$ cat src/rtl/addsub_pkg.sv
`default_nettype none
// ============================================================================
// Module      : addsub_pkg
// Description : Shared definitions for the registered add/subtract unit.
//               Holds the operation encodings and the packed status-flag
//               record that travels from the arithmetic core to the output
//               register.
// Revision    : 1.0  initial release
// ============================================================================
package addsub_pkg;

    // Operation select. Bit 1 picks accumulator mode and bit 0 picks
    // subtraction. The core decodes the two bits independently.
    typedef enum logic [1:0] {
        OP_ADD     = 2'b00,
        OP_SUB     = 2'b01,
        OP_ACC_ADD = 2'b10,
        OP_ACC_SUB = 2'b11
    } op_e;

    // Status flags, registered alongside the result.
    typedef struct packed {
        logic cout;   // unsigned carry out; for subtraction 1 = no borrow
        logic ovf;    // signed overflow of the raw result
        logic zero;   // result == 0 after saturation
        logic neg;    // MSB of the result after saturation
    } flags_t;

endpackage : addsub_pkg
`default_nettype wire

$ cat src/rtl/addsub_core.sv
`default_nettype none
// ============================================================================
// Module      : addsub_core
// Description : Purely combinational WIDTH-bit two's-complement add/subtract
//               with optional clamping on signed overflow and status flags.
//   Ports:
//     x_i      in  WIDTH  first operand (minuend for subtraction)
//     y_i      in  WIDTH  second operand (subtrahend for subtraction)
//     sub_i    in  1      1 = x - y, 0 = x + y
//     res_o    out WIDTH  result, saturated when SATURATE != 0
//     flags_o  out        {cout, ovf, zero, neg}
// Revision    : 1.0  initial release
// ============================================================================
module addsub_core
    import addsub_pkg::*;
#(
    parameter int WIDTH    = 6,
    parameter int SATURATE = 0
) (
    input  logic [WIDTH-1:0] x_i,
    input  logic [WIDTH-1:0] y_i,
    input  logic             sub_i,
    output logic [WIDTH-1:0] res_o,
    output flags_t           flags_o
);

    localparam logic [WIDTH-1:0] C_SAT_MAX = {1'b0, {(WIDTH-1){1'b1}}};
    localparam logic [WIDTH-1:0] C_SAT_MIN = {1'b1, {(WIDTH-1){1'b0}}};

    logic [WIDTH-1:0] w_y_eff;
    logic [WIDTH:0]   w_sum;
    logic [WIDTH-1:0] w_raw;
    logic             w_ovf;
    logic [WIDTH-1:0] w_res;

    // Subtraction is x + ~y + 1; the carry-in rides on sub_i.
    assign w_y_eff = sub_i ? ~y_i : y_i;
    assign w_sum   = {1'b0, x_i} + {1'b0, w_y_eff} + {{WIDTH{1'b0}}, sub_i};
    assign w_raw   = w_sum[WIDTH-1:0];

    // Overflow is judged on the operands as actually added (x and the
    // effective y). This keeps x - MIN correct without special casing.
    assign w_ovf = (x_i[WIDTH-1] == w_y_eff[WIDTH-1]) &&
                   (w_raw[WIDTH-1] != x_i[WIDTH-1]);

    generate
        if (SATURATE != 0) begin : g_sat
            // On overflow both added operands share x's sign, so that sign
            // gives the direction of the true result.
            always_comb begin
                w_res = w_raw;
                if (w_ovf) begin
                    w_res = x_i[WIDTH-1] ? C_SAT_MIN : C_SAT_MAX;
                end
            end
        end else begin : g_wrap
            assign w_res = w_raw;
        end
    endgenerate

    assign res_o        = w_res;
    assign flags_o.cout = w_sum[WIDTH];
    assign flags_o.ovf  = w_ovf;
    assign flags_o.zero = (w_res == '0);
    assign flags_o.neg  = w_res[WIDTH-1];

endmodule : addsub_core
`default_nettype wire

$ cat src/rtl/addsub_seq_n.sv
`default_nettype none
// ============================================================================
// Module      : addsub_seq_n
// Description : Registered add/subtract unit with a signed accumulator,
//               status flags, optional saturation and valid/ready handshakes.
//               There is one output register stage, so the latency is 1. A
//               new operand is accepted in the same cycle that the pending
//               result drains.
//   Ports:
//     clk, rst            clock, synchronous active-high reset
//     in_valid/in_ready   input handshake (in_ready = !out_valid || out_ready)
//     op, a, b, acc_clr   operation, operands, accumulator clear
//     out_valid/out_ready output handshake
//     y, cout, ovf, zero, neg   registered result and flags
//     acc                 current accumulator value
// Revision    : 1.0  initial release
// ============================================================================
module addsub_seq_n
    import addsub_pkg::*;
#(
    parameter int WIDTH    = 6,
    parameter int SATURATE = 0
) (
    input  logic             clk,
    input  logic             rst,
    input  logic             in_valid,
    output logic             in_ready,
    input  logic [1:0]       op,
    input  logic [WIDTH-1:0] a,
    input  logic [WIDTH-1:0] b,
    input  logic             acc_clr,
    output logic             out_valid,
    input  logic             out_ready,
    output logic [WIDTH-1:0] y,
    output logic             cout,
    output logic             ovf,
    output logic             zero,
    output logic             neg,
    output logic [WIDTH-1:0] acc
);

    logic             out_valid_q;
    logic [WIDTH-1:0] y_q;
    flags_t           flags_q;
    logic [WIDTH-1:0] acc_q;
    logic [WIDTH-1:0] acc_d;

    logic             w_accept;
    logic             w_is_acc;
    logic             w_sub;
    logic [WIDTH-1:0] w_x;
    logic [WIDTH-1:0] w_y;
    logic [WIDTH-1:0] w_res;
    flags_t           w_flags;

    // The consumer can stall the unit. A drain and a fresh accept may
    // happen in the same cycle.
    assign in_ready = !out_valid_q || out_ready;
    assign w_accept = in_valid && in_ready;

    assign w_is_acc = op[1];
    assign w_sub    = op[0];

    // In accumulator mode, the cleared base lets one transfer restart a sum.
    assign w_x = w_is_acc ? (acc_clr ? '0 : acc_q) : a;
    assign w_y = w_is_acc ? a : b;

    addsub_core #(
        .WIDTH    (WIDTH),
        .SATURATE (SATURATE)
    ) u_core (
        .x_i     (w_x),
        .y_i     (w_y),
        .sub_i   (w_sub),
        .res_o   (w_res),
        .flags_o (w_flags)
    );

    always_comb begin
        acc_d = acc_q;
        if (w_accept) begin
            if (w_is_acc) begin
                acc_d = w_res;
            end else if (acc_clr) begin
                acc_d = '0;
            end
        end
    end

    always_ff @(posedge clk) begin
        if (rst) begin
            out_valid_q <= 1'b0;
            y_q         <= '0;
            flags_q     <= '{cout: 1'b0, ovf: 1'b0, zero: 1'b1, neg: 1'b0};
            acc_q       <= '0;
        end else begin
            acc_q <= acc_d;
            if (w_accept) begin
                out_valid_q <= 1'b1;
                y_q         <= w_res;
                flags_q     <= w_flags;
            end else if (out_ready) begin
                out_valid_q <= 1'b0;
            end
        end
    end

    assign out_valid = out_valid_q;
    assign y         = y_q;
    assign cout      = flags_q.cout;
    assign ovf       = flags_q.ovf;
    assign zero      = flags_q.zero;
    assign neg       = flags_q.neg;
    assign acc       = acc_q;

endmodule : addsub_seq_n
`default_nettype wire

$ cat config.mk
export PLATFORM = sky130hd
export DESIGN_NAME = addsub_seq_n
export DESIGN_NICKNAME = d
export VERILOG_FILES = /design/src/rtl/addsub_pkg.sv /design/src/rtl/addsub_core.sv /design/src/rtl/addsub_seq_n.sv
export SDC_FILE = /design/constraint.sdc
export NUM_CORES = 1
export LEC_CHECK = 0
export CORE_ASPECT_RATIO = 0.7
export CORE_MARGIN = 2
export CORE_UTILIZATION = 46
export CTS_CLUSTER_DIAMETER = 200
export DETAILED_ROUTE_END_ITERATION = 8
export GPL_ROUTABILITY_DRIVEN = 0
export HOLD_SLACK_MARGIN = 0.06
export PLACE_DENSITY_LB_ADDON = 0.08
export SLEW_MARGIN = 15
export SYNTH_ARGS = -nofsm -noshare
export SYNTH_HDL_FRONTEND = slang
export SYNTH_SLANG_ARGS = --single-unit
$ cat constraint.sdc
create_clock -name clk -period 3.9 [get_ports clk]
set_input_delay 1.17 -clock clk [delete_from_list [all_inputs] [get_ports clk]]
set_output_delay 1.17 -clock clk [all_outputs]
set_load 0.01 [all_outputs]
==> results of run 1 <==
-- cell type report --
type / count / area share, %
Sequential cell: 16 / 19.5
Timing Repair Buffer: 50 / 28.4
Clock buffer: 4 / 2.21
Multi-Input combinational cell: 104 / 45.0
Inverter: 10 / 2.29
Tap cell: 34 / 2.59
-- critical path, delay by kind of cell --
| kind | cells | cell delay [ps] |
|---|---|---|
| compound gates | 5 | 1320 |
| fa+ha+maj | 1 | 330 |
| buf+inv | 2 | 620 |
| simple gates | 2 | 390 |
-- flip-flops by register name, indices dropped and copies added, names as in the netlist --
| register | cells |
|---|---|
| cout | 1 |
| y | 6 |
| ovf | 1 |
| acc | 6 |
| zero | 1 |
| out_valid | 1 |
-- logic make-up after synthesis --
group                    count (synthesis)  synth area share, %
AO/OA/AOI/OAI                           41                 24.4
buffers and inverters                   19                 8.03
flip-flops                              16                 27.8
multiplexers                             6                 5.21
adder cells (fa/ha/maj)                  6                 7.17
XOR/XNOR                                10                 7.60
AND/OR/NAND/NOR                         41                 19.8
-- cells in the final DEF (no fill, tap or decap), types with 3 or more instances in the layout --
master            n
clkdlybuf4s50_1  36
buf_4            14
nand2_1          12
o21ai_0          12
nand3b_1          8
a21oi_1           9
xnor2_1           9
dfxtp_1          16
mux2i_1           6
nand3_1           3
nor2_1            8
clkbuf_4          3
ha_1              5
o21a_1            3
inv_1            10
-- per-stage QoR --
step                hold slack, ps  setup WS (ps)  power [mW]
floorplan                      481            406       0.334
global placement               446           82.9       0.425
detailed placement             449          -16.1       0.428
CTS                            463            291       0.539
global route                   488            164       0.569
finish                         461            279       0.538
-- power by group through the flow --
stage	clock network (mW)	logic [mW]	registers, mW
floorplan	0	0.135	0.199
global placement	0	0.232	0.193
detailed placement	0	0.235	0.193
CTS	0.113	0.236	0.190
global route	0.118	0.259	0.192
finish	0.111	0.238	0.189
-- routing by layer --
layer	up-vias	GRT usage [%]	part of all wire [%]
met2	37	34.8	45
met1	521	28.1	49
li1	584	-	-
met5	-	0	0
met3	4	4.95	5.4
met4	0	2.61	0.86
-- worst min-delay path by stage --
stage	startpoint	endpoint	slack, ps	cells past startpoint
after floorplan	y[0]	y[0]	480	2
after global placement	y[2]	y[2]	450	2
after detailed placement	y[4]	y[4]	450	2
after CTS	y[4]	y[4]	460	2
after global routing	y[2]	y[2]	490	2
final	y[4]	y[4]	460	2
==> summary.md, run 1 <==
| Metric | Value |
|---|---|
| Status | `complete, no violations` |
| Setup crit start kind | `input pin` |
| Post-synth top cells | `16 x dfxtp_1, 12 x nand2_1, 12 x o21ai_0` |
| DR WL/cell | `13.3 um` |
| Synth Net Count | `~160` |
| Sw frac | `32.3%` |
| Total routed wirelength | `2890 um` |
| Post-Place Cells | `214` |
| Initial cell density of the core | `47.6%` |
| Largest net degree at the start of global routing | `20` |
| Full die area | `0.00293 sq mm` |
| Final period util | `between 90 and 100%` |
| I/O pin cnt | `37` |
| Origin of the critical flop-to-flop path | `acc[0]` |
| PostCTS Resize Cnt | `0` |
| Die height | `approximately 46 um` |
| Drt via density | `5.26` |
| I/O Buffers | `36` |
| Worst path slowest cell | `clkdlybuf4s50_1` |
| Max Cap Violations | `0` |
| Num CTS Buffers | `3` |
| Post-synth top area cell | `dfxtp_1` |
| N_diodes | `0` |
| CP Launch Point | `op[1]` |
| Fmax | `276 MHz` |
| Crit end category | `flop` |
| Top-area cell type share of the netlist area | `27.8%` |
| Synth area leaders | `dfxtp_1 28%, xnor2_1 6.8%, ha_1 5.4%, mux2i_1 5.2%, o21ai_0 5.2%` |
| Final setup violating endpoints | `0` |
| H-tree Lvls | `1` |
| Switching power | `between 0.15 and 0.2 mW` |
| Worst Tran Pin Value | `around 640 ps` |
| Core Util, Final | `67.8%` |
| Distinct cell type count after synthesis | `42` |
| WS Path Type | `input pin to flop` |
| Cells on worst reg2reg path | `8` |
| Hold-fix buffers, CTS | `0` |
| Post-Layout Inst Area | `around 0.0016 sq mm` |
| Clock-pin slew on the worst setup and hold paths | `100 ps` |
| Synthesized area per cell | `8.29 sq um` |
| Post-DP HPWL | `2350 um` |
| Via count | `1146` |
| Sequential Power Share | `35.2%` |
| Int Power | `roughly 0.36 mW` |
| FFs w/ async S/R, synth | `0%` |
| P&R area growth vs syn | `42.5%` |
| Total congestion overflow | `0` |
| CP endpoint | `zero` |
| Slowest cell delay on critical path | `440 ps` |
| Buffer depth of the longest clock path | `2` |
| Worst Path Arrival | `3840 ps` |
| Top-count cell post-synth | `dfxtp_1` |
| RSZ-0062 raised after global routing | `false` |
| Hold Violations, Final | `0` |
| Crit path top cell by count | `o21a_1` |
| Die Width | `63.8 um` |
| Multi-input logic area | `739 sq um` |
| FF/Latch Area | `320 sq um` |
| Yosys warns | `0` |
| Drt pass-1 iters | `5` |
| Flops & latches, synth | `16` |
| Fin Clk Skew | `3.65 ps` |
| Total GRT Usage | `between 20% and 30%` |
| DP Area | `0.00161 sq mm` |
| Final net count | `210` |
| First-pass GRT wire length | `4600 um` |
| Clock Latency Late Sink | `290 ps` |
| Rows | `15` |
| Antenna Nets Post-Route | `0` |
| TritonCTS sink count | `16` |
| Gate power share | `44.2%` |
| CP required | `between 4000 and 5000 ps` |
| Min Clock Period, post-route | `3620 ps` |
| Pins Over Slew Limit | `0` |
| Core area | `0.00242 sq mm` |
| CTS tree | `done` |
| Initial antenna violation count | `0` |
| Fillcell total | `205` |
| Clk pwr share | `20.6%` |
| Residual DRC | `0` |
| Number of synthesized flops with an enable pin | `0` |
| Post-Layout Cell Count | `218` |
| Hold/Removal Path Class | `flop to flop` |
| Worst IR Drop VDD | `0.000226 V` |
| CTS Root Cell | `clkbuf_4` |
| Mapped Cells | `139` |
| Vias in the first global route | `1022` |
| CP max FO | `7` |
| LEAKAGE | `0.656 nW` |
| Post-CTS Setup Repair Bufs | `0` |
| Pwr Density | `328 mW/mm^2` |
| Relative slew slack | `57.4%` |
| Synthesized area | `roughly 0.0012 sq mm` |
| Layout cells sized above 1 | `13.6%` |
| Top_reg_cell synth | `dfxtp_1` |
| Seq/Total Area, Yosys | `27.8%` |
| Starting DRT DRC Count | `between 40 and 50` |
| Reg2reg end | `zero` |
| Critical Path, Cell by Cell | `clkdlybuf4s50_1, buf_4, o21a_1, o221ai_1, fa_1, nor2b_4, o21a_1, or3_4, a2111o_1, o31ai_2` |
| Setup_tns | `0 ps` |
| R2R Setup Slk | `1470 ps` |
Power figures use the tool's default switching activity.
==> inputs of run 2 (changes only) <==
Settings changed: CORE_UTILIZATION 46 to 38.
==> run 2 against run 1 <==
Compared with the run above:
- wire length rose by 3.1%
- sequential cell count unchanged
- die area is 19% higher
- utilization is 9.5 points lower
- non-clock buffer count down 2
- combinational power about the same
- critical path depth is the same
- clock skew down 1.3 ps
- clock power grew 33%
- worst setup slack lost 28 ps
- largest power group unchanged
- highest routed layer unchanged
==> summary.md, run 2 (synthesis gave the netlist of run 1 again) <==
| Metric | Value |
|---|---|
| Status | `complete, no violations (unchanged)` |
| CP Buf/Inv Count | `2 (unchanged)` |
| Residual DRC | `0 (unchanged)` |
| Final setup violating endpoints | `0 (unchanged)` |
| I/O Buffers | `36 (unchanged)` |
| FF/Latch Area | `320 sq um (unchanged)` |
| I/O pin cnt | `37 (unchanged)` |
| Origin of the critical flop-to-flop path | `acc[0] (unchanged)` |
| DR WL/cell | `13.7 um (was 13.3 um)` |
| Worst Tran Pin Value | `663 ps (was 637 ps)` |
| Fmax | `274 MHz (was 276 MHz)` |
| Top delay family on crit path | `compound AO/OA/AOI/OAI gates (unchanged)` |
| Multi-input logic area | `748 sq um (was 739 sq um)` |
| Most frequent cells in the layout | `36 x clkdlybuf4s50_1, 16 x dfxtp_1, 12 x o21ai_0, 12 x nand2_1, 12 x buf_4 (was 36 x clkdlybuf4s50_1, 16 x dfxtp_1, 14 x buf_4)` |
| Post-DP HPWL | `2350 um (about the same)` |
| WS Path Type | `input pin to flop (unchanged)` |
| Worst IR Drop VDD | `0.000193 V (was 0.000226 V)` |
| Final Power | `0.577 mW (was 0.538 mW)` |
| LEAKAGE | `0.654 nW (was 0.656 nW)` |
| Post-Layout Inst Area | `0.00166 sq mm (was 0.00164 sq mm)` |
| Layout cells sized above 1 | `13.7% (was 13.6%)` |
| Final period util | `93.6% (was 92.8%)` |
| Post-CTS Setup Repair Bufs | `0 (unchanged)` |
| CTS Root Cell | `clkbuf_8 (was clkbuf_4)` |
| Drt via density | `5.26 (about the same)` |
| H-tree Lvls | `1 (unchanged)` |
| Core Util, Final | `58.3% (was 67.8%)` |
| Total congestion overflow | `0 (unchanged)` |
| Vias in the first global route | `1149 (was 1022)` |
| Final net count | `208 (was 210)` |
| Num CTS Buffers | `3 (unchanged)` |
| Pins Over Slew Limit | `0 (unchanged)` |
| Relative slew slack | `55.7% (was 57.4%)` |
| Pwr Density | `348 mW/mm^2 (was 328 mW/mm^2)` |
| R2R Setup Slk | `1590 ps (was 1470 ps)` |
| Antenna Nets Post-Route | `0 (unchanged)` |
| Cells on worst reg2reg path | `8 (unchanged)` |
| Core area | `0.00284 sq mm (was 0.00242 sq mm)` |
| TritonCTS sink count | `16 (unchanged)` |
| Commonest non-fill, non-tap cell in the layout | `clkdlybuf4s50_1 (unchanged)` |
| Crit end category | `flop (unchanged)` |
| Setup_tns | `0 ps (unchanged)` |
| First-pass GRT wire length | `5090 um (was 4600 um)` |
| Hold Violations, Final | `0 (unchanged)` |
| Initial antenna violation count | `0 (unchanged)` |
| Hold-fix buffers, CTS | `0 (unchanged)` |
| Worst path slowest cell | `clkdlybuf4s50_1 (unchanged)` |
| Die Width | `69.8 um (was 63.8 um)` |
| Hold endpoint | `y[2] (was y[4])` |
| Fillcell total | `273 (was 205)` |
| Hold/Removal Path Class | `flop to flop (unchanged)` |
| DP Area | `0.00159 sq mm (was 0.00161 sq mm)` |
| Total routed wirelength | `2980 um (was 2890 um)` |
| Clock-pin slew on the worst setup and hold paths | `70 ps (was 100 ps)` |
| Total GRT Usage | `18.1% (was 20.7%)` |
| Slowest cell delay on critical path | `500 ps (was 440 ps)` |
| Post-Place Cells | `214 (unchanged)` |
| Worst Hold Launch | `y[2] (was y[4])` |
| Drt pass-1 iters | `4 (was 5)` |
| RSZ-0062 raised after global routing | `false (unchanged)` |
| Initial cell density of the core | `40.5% (was 47.6%)` |
| Hold Path Stages | `2 (unchanged)` |
| Full die area | `0.00350 sq mm (was 0.00293 sq mm)` |
| N_diodes | `0 (unchanged)` |
| CP Launch Point | `op[1] (unchanged)` |
| Critical Path, Cell by Cell | `clkdlybuf4s50_1, buf_4, o21a_1, o221ai_2, fa_2, nor2b_4, o21a_1, or3_4, a2111o_1, o31ai_2 (was clkdlybuf4s50_1, buf_4, o21a_1, o221ai_1, fa_1, nor2b_4, o21a_1, or3_4, a2111o_1, o31ai_2)` |
| CP max FO | `10 (was 7)` |
| Worst Path Arrival | `3820 ps (was 3840 ps)` |
| P&R area growth vs syn | `43.8% (was 42.5%)` |
| CP required | `4070 ps (was 4110 ps)` |
| Setup crit start kind | `input pin (unchanged)` |
| Via count | `1147 (was 1146)` |
| Post-Layout Cell Count | `218 (unchanged)` |
| Fin Clk Skew | `2.36 ps (was 3.65 ps)` |
| Crit path top cell by count | `o21a_1 (unchanged)` |
| Min Clock Period, post-route | `3650 ps (was 3620 ps)` |
| Die height | `50.1 um (was 45.9 um)` |
| Max Cap Violations | `0 (unchanged)` |
| Reg2reg end | `zero (unchanged)` |
| Starting DRT DRC Count | `34 (was 42)` |
| Clock Latency Late Sink | `250 ps (was 290 ps)` |
| Rows | `16 (was 15)` |
| Buffer depth of the longest clock path | `2 (unchanged)` |
| CTS tree | `done (unchanged)` |
| Largest net degree at the start of global routing | `20 (unchanged)` |
==> run 2: worst max path at each step <==
stage / end / cells after the start
after global placement: zero / 10
after detailed placement: zero / 10
final: zero / 10
after floorplan: zero / 11
after CTS: zero / 10
after global routing: zero / 11
==> run 2: routing by layer <==
metal / vias to the layer above / share of wire [%] / track usage (%)
met4: 0 / 1.8 / 4.17
met1: 521 / 47 / 23.1
met2: 38 / 43 / 30.6
met3: 6 / 7.6 / 5.11
met5: - / 0 / 0
li1: 582 / - / -
==> run 2: worst register-to-register path: cells and delay by family, from the launching register on <==
family	cells	cell delay [ps]
AOI/OAI and AO/OA	4	1070
and+or+nand+nor	3	540
DFF	1	340
adders and majority gates	1	300
==> run 2: timing repair <==
| action | CTS | global route |
|---|---|---|
| endpoints found under the hold margin | 0 | 0 |
| gates resized for setup | 0 | 2 |
| endpoints found under the setup margin | 0 | 1 |
==> run 2: report_power, final <==
part | internal [mW] | switching, mW | leakage, nW
registers | 0.180 | 0.00946 | 0.132
logic | 0.129 | 0.110 | 0.494
clock network | 0.0896 | 0.0588 | 0.0288
==> run 2: through the flow <==
| step | hold WS [ps] | setup WS [ps] |
|---|---|---|
| floorplan | 481 | 406 |
| global placement | 446 | -5.90 |
| detailed placement | 452 | -129 |
| CTS | 461 | 129 |
| global route | 488 | 82.3 |
| finish | 458 | 251 |
==> run 2: layout make-up <==
type,count,share of cell area [%]
Clock buffer,4,3.32
Inverter,10,2.27
Timing Repair Buffer,48,27.2
Tap cell,36,2.72
Sequential cell,16,19.3
Multi-Input combinational cell,104,45.2
==> inputs of run 3 (changes only) <==
Settings changed: SYNTH_HIERARCHICAL set to 1.
==> run 3 against run 2 <==
Compared with the run above:
- worst setup slack lost 120 ps
- critical path depth rose by 1
- highest routed layer is now met3
- sequential share of layout area is 0.13 points lower
- wire length grew 10%
- sequential cell count up 1
- cell count up 5.0%
- critical endpoint unchanged
- total power rose by 2.2%
- area after synthesis is 16% higher
- sequential power up 7%
- combinational power up 7%
==> summary.md, run 3 <==
| Metric | Value |
|---|---|
| Vias in the first global route | `1242 (was 1149)` |
| Distinct cell type count after synthesis | `41 (was 42)` |
| LEAKAGE | `0.692 nW (was 0.654 nW)` |
| XOR/XNOR share of the synthesized area | `5.89% (was 7.60%)` |
| Placement Setup Slack | `-116 ps (was -129 ps)` |
| CP Launch Point | `op[1] (unchanged)` |
| Origin of the critical flop-to-flop path | `acc[0] (unchanged)` |
| Wire length on met3 | `138 um (was 228 um)` |
| Multiplexer share of the synthesized area | `6.17% (was 5.21%)` |
| Main combinational cell family by area after synthesis | `compound AO/OA/AOI/OAI gates (unchanged)` |
| Post-Layout Inst Area | `0.00177 sq mm (was 0.00166 sq mm)` |
| Top-count cell post-synth | `dfxtp_1 (unchanged)` |
| Buffer depth of the longest clock path | `2 (unchanged)` |
| Relative slew slack | `44.2% (was 55.7%)` |
| Top-area cell type share of the netlist area | `25.4% (was 27.8%)` |
| Clock-pin slew on the worst setup and hold paths | `70 ps (about the same)` |
| Post-synthesis simple-gate area fraction | `16.8% (was 19.8%)` |
| Worst IR Drop VDD | `0.000202 V (was 0.000193 V)` |
| Layout cells sized above 1 | `31.3% (was 13.7%)` |
| H-tree Lvls | `1 (unchanged)` |
| Drt pass-1 iters | `4 (unchanged)` |
| DP Area | `0.00173 sq mm (was 0.00159 sq mm)` |
| Largest net degree at the start of global routing | `19 (was 20)` |
| Total GRT Usage | `18.8% (was 18.1%)` |
| Post-CTS Setup Repair Bufs | `0 (unchanged)` |
| Setup crit start kind | `input pin (unchanged)` |
| WS Path Type | `input pin to flop (unchanged)` |
| Post-synth top cells | `17 x dfxtp_1, 10 x a21oi_2, 9 x o21ai_2 (was 16 x dfxtp_1, 12 x nand2_1, 12 x o21ai_0)` |
| Drt via density | `5.15 (was 5.26)` |
| Hold Violations, Final | `0 (unchanged)` |
| Hold-fix buffers, CTS | `0 (unchanged)` |
| Status | `complete, no violations (unchanged)` |
| Synth Area in Adders | `6.17% (was 7.17%)` |
| CP required | `4090 ps (was 4070 ps)` |
| I/O Buffers | `36 (unchanged)` |
| Synth Net Count | `168 (was 164)` |
| Clock Latency Late Sink | `250 ps (about the same)` |
| Total routed wirelength | `3290 um (was 2980 um)` |
| Cells on worst reg2reg path | `9 (was 8)` |
| Num CTS Buffers | `3 (unchanged)` |
| P&R area growth vs syn | `32.3% (was 43.8%)` |
| Yosys warns | `6 (was 0)` |
| Final period util | `96.5% (was 93.6%)` |
| Post-synth top area cell | `dfxtp_1 (unchanged)` |
| Die height | `53.7 um (was 50.1 um)` |
| Rows | `17 (was 16)` |
| CP max FO | `10 (unchanged)` |
| Fin Clk Skew | `5.58 ps (was 2.36 ps)` |
| Pins Over Slew Limit | `0 (unchanged)` |
| Core area | `0.00325 sq mm (was 0.00284 sq mm)` |
| Mapped Cells | `143 (was 139)` |
| Total congestion overflow | `0 (unchanged)` |
| Hold/Removal Path Class | `flop to flop (unchanged)` |
| Final net count | `208 (unchanged)` |
| Seq/Total Area, Yosys | `25.4% (was 27.8%)` |
| TritonCTS sink count | `17 (was 16)` |
| CTS Root Cell | `clkbuf_8 (unchanged)` |
| Residual DRC | `0 (unchanged)` |
| Full die area | `0.00402 sq mm (was 0.00350 sq mm)` |
| Top_reg_cell synth | `dfxtp_1 (unchanged)` |
| Synthesized area | `0.00134 sq mm (was 0.00115 sq mm)` |
| Synthesized area per cell | `9.36 sq um (was 8.29 sq um)` |
| Compound-Gate Fraction of Synth Area | `27.0% (was 24.4%)` |
| Starting DRT DRC Count | `49 (was 34)` |
| Reg2reg end | `zero (unchanged)` |
| Synth area leaders | `dfxtp_1 25%, a21oi_2 6.5%, o21ai_2 5.9%, nand3_2 5.2%, xor2_1 5.2% (was dfxtp_1 28%, xnor2_1 6.8%, ha_1 5.4%, mux2i_1 5.2%, o21ai_0 5.2%)` |
| Worst setup margin | `135 ps (was 251 ps)` |
| RSZ-0062 raised after global routing | `false (unchanged)` |
| Pwr Density | `333 mW/mm^2 (was 348 mW/mm^2)` |
| Post-DP HPWL | `2490 um (was 2350 um)` |
| CTS tree | `done (unchanged)` |
| Final Power | `0.590 mW (was 0.577 mW)` |
| Number of synthesized flops with an enable pin | `0 (unchanged)` |
| PostCTS Resize Cnt | `0 (unchanged)` |
| Via count | `1179 (was 1147)` |
| CP endpoint | `zero (unchanged)` |
| R2R Setup Slk | `1660 ps (was 1590 ps)` |
| M1 WL | `1610 um (was 1420 um)` |
| Commonest non-fill, non-tap cell in the layout | `clkdlybuf4s50_1 (unchanged)` |
| Fmax | `266 MHz (was 274 MHz)` |
| Top Metal Used | `met3 (was met4)` |
| Antenna Nets Post-Route | `0 (unchanged)` |
| Core Util, Final | `54.4% (was 58.3%)` |
| Initial cell density of the core | `41.1% (was 40.5%)` |
| Flops & latches, synth | `17 (was 16)` |
| Min Clock Period, post-route | `3770 ps (was 3650 ps)` |
| Max Cap Violations | `0 (unchanged)` |
| Worst Tran Pin Value | `834 ps (was 663 ps)` |
| I/O pin cnt | `37 (unchanged)` |
| DR WL/cell | `14.4 um (was 13.7 um)` |
| Initial antenna violation count | `0 (unchanged)` |
| FFs w/ async S/R, synth | `0% (unchanged)` |
| Worst Path Arrival | `3960 ps (was 3820 ps)` |
| Crit end category | `flop (unchanged)` |
| Met2 wire length | `1540 um (was 1280 um)` |
| Die Width | `74.9 um (was 69.8 um)` |
| Most frequent cells in the layout | `36 x clkdlybuf4s50_1, 17 x dfxtp_1, 13 x buf_4 (was 36 x clkdlybuf4s50_1, 16 x dfxtp_1, 12 x o21ai_0, 12 x nand2_1, 12 x buf_4)` |
| First-pass GRT wire length | `5770 um (was 5090 um)` |
| Final setup violating endpoints | `0 (unchanged)` |
| N_diodes | `0 (unchanged)` |
run 3: final cells by class:
cell class	count	area (sq um)
clock buffers	3	41.3
multi-input cells	104	831
repair buffers	49	458
clock inverters	1	5.00
fillers	305	1480
well taps	47	58.8
flip-flops and latches	17	340
inverters	8	37.5
run 3: routing by layer:
metal | up-vias | GRT usage [%]
met2 | 24 | 31.0
met3 | 0 | 5.06
met1 | 560 | 25.1
li1 | 595 | -
met5 | - | 0
met4 | 0 | 2.98
run 3: power by group:
group / switching, mW / internal, mW / total, mW
combinational: 0.126 / 0.131 / 0.257
clock: 0.0593 / 0.0708 / 0.130
sequential: 0.0120 / 0.191 / 0.203
run 3: metrics by stage:
| stage | hold WS [ps] | instances | setup TNS, ps |
|---|---|---|---|
| 6_report | 466 | 229 | 0 |
| 2_1_floorplan | 490 | 143 | 0 |
| 4_1_cts | 469 | 229 | 0 |
| 3_5_place_dp | 459 | 225 | -147 |
| 5_1_grt | 489 | 229 | 0 |
| 3_3_place_gp | 455 | 225 | -22.0 |
run 3: critical path, cell delays in order:
cell and delay, ps:
clkdlybuf4s50_1 450, buf_4 170, mux2_2 360, xor2_1 140, ha_1 300, a21o_2 200, a311o_1 370, a21o_1 230
a2111oi_2 350, nand3_1 110, nand3b_1 100
run 3: cells by family after synthesis:
kind of cell | Yosys count
mux | 7
fa+ha+maj | 6
compound gates | 48
simple gates | 34
buf+inv | 22
xor+xnor | 9
flops | 17
run 3: worst min path at each step:
| stage | cells past startpoint | end | slack (ps) | start |
|---|---|---|---|---|
| 3_3_place_gp | 2 | cout | 450 | cout |
| 3_5_place_dp | 2 | y[5] | 460 | y[5] |
| 6_report | 2 | ovf | 470 | ovf |
| 4_1_cts | 2 | y[5] | 470 | y[5] |
| 2_1_floorplan | 2 | ovf | 490 | ovf |
| 5_1_grt | 2 | neg | 490 | neg |
